`src/rtl/pixel_streamer.sv`:
```
// Pulls BYTES_PER_PIXEL bytes from a latency-FIFO_LATENCY FIFO and presents them as one pixel.
// Define PIXEL_STREAMER_UNDERRUN_COUNT_EN to add the saturating underrun_count output.
module pixel_streamer #(
    parameter int unsigned DATA_WIDTH      = 8,
    parameter int unsigned BYTES_PER_PIXEL = 2,
    parameter int unsigned FIFO_LATENCY    = 1
) (
    input  logic                                  clockout,
    input  logic                                  reset,
    input  logic                                  enable,
    input  logic [DATA_WIDTH-1:0]                 fifo_data,
    input  logic                                  fifo_empty,
    output logic                                  fifo_read,
    output logic [DATA_WIDTH*BYTES_PER_PIXEL-1:0] pixel_data,
    output logic                                  pixel_valid,
    input  logic                                  pixel_ready,
    output logic                                  underrun
`ifdef PIXEL_STREAMER_UNDERRUN_COUNT_EN
    ,
    output logic [15:0]                           underrun_count
`endif
);

    localparam int unsigned PixW = DATA_WIDTH * BYTES_PER_PIXEL;
    localparam int unsigned IdxW = (BYTES_PER_PIXEL > 1) ? $clog2(BYTES_PER_PIXEL) : 1;
    localparam logic [IdxW-1:0] LastIdx = IdxW'(BYTES_PER_PIXEL - 1);
    localparam logic WaitLast = 1'(FIFO_LATENCY - 1);

    typedef enum logic [1:0] {StIdle, StFetch, StWait, StPresent} state_e;

    state_e          state_q, state_d;
    logic [IdxW-1:0] byte_idx_q, byte_idx_d;
    logic            wait_cnt_q, wait_cnt_d;
    logic            stalled_q, stalled_d;
    logic [PixW-1:0] pixel_q, pixel_d;
    logic            capture;

    always_comb begin
        state_d    = state_q;
        byte_idx_d = byte_idx_q;
        wait_cnt_d = wait_cnt_q;
        stalled_d  = 1'b0;
        fifo_read  = 1'b0;
        underrun   = 1'b0;
        capture    = 1'b0;
        unique case (state_q)
            StIdle: begin
                if (enable) state_d = StFetch;
            end
            StFetch: begin
                // Only a pixel that has not started may be abandoned.
                if (!enable && byte_idx_q == '0) begin
                    state_d = StIdle;
                end else if (fifo_empty) begin
                    stalled_d = 1'b1;
                    underrun  = !stalled_q;
                end else begin
                    fifo_read  = 1'b1;
                    wait_cnt_d = 1'b0;
                    state_d    = StWait;
                end
            end
            StWait: begin
                if (wait_cnt_q == WaitLast) begin
                    capture = 1'b1;
                    if (byte_idx_q == LastIdx) begin
                        byte_idx_d = '0;
                        state_d    = StPresent;
                    end else begin
                        byte_idx_d = byte_idx_q + 1'b1;
                        state_d    = StFetch;
                    end
                end else begin
                    wait_cnt_d = wait_cnt_q + 1'b1;
                end
            end
            StPresent: begin
                if (pixel_ready) state_d = enable ? StFetch : StIdle;
            end
            default: state_d = StIdle;
        endcase
    end

    // First popped byte lands in the least significant slot.
    always_comb begin
        pixel_d = pixel_q;
        if (capture) begin
            for (int unsigned k = 0; k < BYTES_PER_PIXEL; k++) begin
                if (byte_idx_q == IdxW'(k)) pixel_d[k*DATA_WIDTH +: DATA_WIDTH] = fifo_data;
            end
        end
    end

    always_ff @(posedge clockout or posedge reset) begin
        if (reset) begin
            state_q    <= StIdle;
            byte_idx_q <= '0;
            wait_cnt_q <= 1'b0;
            stalled_q  <= 1'b0;
            pixel_q    <= '0;
        end else begin
            state_q    <= state_d;
            byte_idx_q <= byte_idx_d;
            wait_cnt_q <= wait_cnt_d;
            stalled_q  <= stalled_d;
            pixel_q    <= pixel_d;
        end
    end

    assign pixel_valid = (state_q == StPresent);
    assign pixel_data  = pixel_q;

`ifdef PIXEL_STREAMER_UNDERRUN_COUNT_EN
    logic [15:0] underrun_count_q;

    always_ff @(posedge clockout or posedge reset) begin
        if (reset) begin
            underrun_count_q <= '0;
        end else if (underrun && underrun_count_q != 16'hFFFF) begin
            underrun_count_q <= underrun_count_q + 16'd1;
        end
    end

    assign underrun_count = underrun_count_q;
`endif

endmodule

```
`config.mk`:
```
export PLATFORM = sky130hd
export DESIGN_NAME = pixel_streamer
export DESIGN_NICKNAME = d
export VERILOG_FILES = /design/src/rtl/pixel_streamer.sv
export SDC_FILE = /design/constraint.sdc
export NUM_CORES = 1
export LEC_CHECK = 0
export ABC_AREA = 1
export CORE_MARGIN = 2
export CORE_UTILIZATION = 45
export CTS_BUF_LIST = sky130_fd_sc_hd__clkbuf_8
export DETAILED_ROUTE_END_ITERATION = 10
export PLACE_DENSITY = 0.8
export SKIP_CTS_REPAIR_TIMING = 1
export SLEW_MARGIN = 20
export SYNTH_ARGS = -nofsm -noshare
export SYNTH_HDL_FRONTEND = slang
export SYNTH_SLANG_ARGS = --single-unit
```
`constraint.sdc`:
```
create_clock -name clockout -period 1.17 [get_ports clockout]
set_input_delay 0.2925 -clock clockout [delete_from_list [all_inputs] [get_ports clockout]]
set_output_delay 0.2925 -clock clockout [all_outputs]
set_load 0.02 [all_outputs]
```
==> flow_metrics.env <==
export IMPL_synth_top_cell_by_area="dfrtp_1"
export IMPL_placedCellCount=163
export IMPL_synth_top_area_share_pct=56.18
export IMPL_wl_per_cell_um=14.82
export IMPL_drtPass1Iterations=4
export IMPL_rsz0062_at_grt="yes"
export IMPL_synth_compound_area_share_pct=13.48
export IMPL_avgSynthCellArea_sq_um=9.280
export IMPL_critical_path_class="reg2out"
export IMPL_worst_pin_slew_ps=233.6
export IMPL_critPathCaptureType="output pin"
export IMPL_grt_pass1_vias=821
export IMPL_grt_start_max_net_pins=21
export IMPL_synth_cells=96
export IMPL_setup_viol=21
export IMPL_finalClockSkew_ps=4.073
export IMPL_portBuffers=31
export IMPL_yosys_area_share_simple_pct=19.38
export IMPL_setup_ws_ps=-328.9
export IMPL_post_route_period_util_pct=128.1
export IMPL_yosysSeqAreaShare_pct=56.18
export IMPL_die_h_um=48.50
export IMPL_dp_hpwl_um=1360
export IMPL_min_path_type="in2async"
export IMPL_synthesis_area_sq_um=890.9
export IMPL_cts_root_buf="clkbuf_8"
export IMPL_n_fill_cell=120
export IMPL_max_cap_viol_count=0
export IMPL_rr_startpoint="state_q[0]"
export IMPL_ant_nets=0
export IMPL_synth_top_family_by_area="simple AND/OR/NAND/NOR gates"
export IMPL_rows=16
export IMPL_violations="negative setup slack"
export IMPL_seq_area_sq_um=500.5
export IMPL_slew_headroom_pct=84.40
export IMPL_n_antenna_cell=0
export IMPL_antenna_found_initial=0
export IMPL_required_ps=880
export IMPL_clock_sinks=20
export IMPL_most_common_layout_cells="dfrtp_1 (20), inv_1 (14), nand2_2 (12), o21ai_2 (12), nand2_1 (12)"
export IMPL_clock_latency_ps=260
export IMPL_h_tree_depth=1
export IMPL_overflow=0
export IMPL_min_period_ps=1499
export IMPL_multi_input_area_sq_um=391.6
export IMPL_clock_path_buffers=2
export IMPL_powerDensity_nw_per_um2=2864
export IMPL_synth_area_mux_share_pct=0
export IMPL_ys_ff_latch=20
export IMPL_synthAdderAreaFrac_pct=0
export IMPL_ir_drop_v=0.001804
export IMPL_cts_tree="built"
export IMPL_p_leak_nw=0.8539
export IMPL_synth_fp_nets=109
export IMPL_fin_tns_setup_ps=-3099
export IMPL_status="finished with violations"
export IMPL_synth_area_leaders="dfrtp_1 (56%), nand2_1 (10%), o21ai_2 (7.9%)"
export IMPL_r2r_setup_slack_ps=-200
export IMPL_grt_pass1_wl_um=3422
export IMPL_fmax_mhz=667.1
export IMPL_grt_total_usage_pct=18.16
export IMPL_die_area_sq_um=2352
export IMPL_remaining_drc_errors=0
export IMPL_numCtsBuffers=3
export IMPL_final_common_cell="dfrtp_1"
export IMPL_globalplace_congestion=0.8076
export IMPL_die_x_um=48.50
export IMPL_layout_drive_gt1_share_pct=49.66
export IMPL_arrival_ps=1210
export IMPL_cp_max_fo=2
export IMPL_yosysUniqueCellTypes=18
export IMPL_core_sq_um=1922
export IMPL_io_pins=32
export IMPL_cts_reportedPaths_clkPinSlew_ps=80
export IMPL_initial_core_util_pct=46.35
export IMPL_ys_warn_count=0
export IMPL_slew_violations=0
export IMPL_avgViaCountPerCell=4.736
export IMPL_syn_to_final_growth_pct=74.30
export IMPL_vias=824
export IMPL_crit_path_start_kind="flip-flop"
export IMPL_final_hold_viol_count=0
export IMPL_final_cells=174
export IMPL_drt_total_wl_um=2579
export IMPL_drtIter0Drc=9
export IMPL_rr_worst_depth=8
export IMPL_nets=161
export IMPL_synth_xor_area_share_pct=0
export IMPL_r2r_end="pixel_data[14]"
## metal layers
layer | share of wire, % | wire length [um] | GRT usage [%]
met1 | 43 | 1104 | 23.35
met2 | 51 | 1320 | 32.41
met3 | 3.9 | 100 | 2.778
met4 | 2.1 | 53 | 4.286
met5 | 0 | 0 | 0
## critical path: stages, from the launching register on
cell and delay (ps):
dfrtp_1 400, inv_2 70, nand2_2 60, nor2_4 120, nand2_2 70, nor2_2 110
buf_6 120
## where the power goes
part / internal, W / switching (W) / leakage [nW] / total [W]
combinational: 0.00121 / 0.00140 / 0.580 / 0.00262
clock: 0.000299 / 0.000233 / 0.0288 / 0.000532
sequential: 0.00103 / 0.000265 / 0.245 / 0.00130
## cell families after synthesis
logic type,Yosys count
compound gates,18
simple gates,38
buf+inv,20
flops,20
## synth_stat cells, drive strengths merged
cell / count
a21oi: 1
buf: 2
dfrtp: 20
inv: 18
nand2: 28
nand3: 3
nor2: 6
nor3: 1
o21ai: 17
## flip-flops by register name, indices dropped and copies added, names as in the netlist
| register | count |
|---|---|
| stalled_q | 1 |
| byte_idx_q | 1 |
| pixel_data | 16 |
| state_q | 2 |
## worst max-delay path by stage
stage                     depth (start not counted)  slack [ps]        from  endpoint
after global routing                              6        -400  state_q[1]  underrun
final                                             6        -330  state_q[1]  underrun
after detailed placement                          6        -870      enable  underrun
after global placement                            6        -820      enable  underrun
after floorplan                                   5         -90  state_q[1]  underrun
after CTS                                         6        -880      enable  underrun
## per-stage QoR
step | cell area (sq um) | setup slack, ps | total power [W] | util [%] | hold slack, ps
after global placement | 1323 | -822.2 | 0.003349 | 68.82 | 465.3
after global routing | 1553 | -403.4 | 0.004688 | 80.79 | 391.0
final | 1553 | -328.9 | 0.004447 | 80.79 | 350.2
after CTS | 1378 | -877.2 | 0.003947 | 71.68 | 361.7
after detailed placement | 1323 | -868.1 | 0.003416 | 68.82 | 479.4
after floorplan | 898.4 | -93.36 | 0.002390 | - | 256.3
## area by class of cell
type / count / share of cell area [%]
sequential: 20 / 32.23
timing repair inverter: 1 / 0.5641
clock buffer: 4 / 3.546
tap: 27 / 2.176
multi-input combinational: 56 / 25.22
timing repair buffer: 48 / 31.27
inverter: 18 / 4.996
No activity file was read; power rests on OpenSTA's default activity.
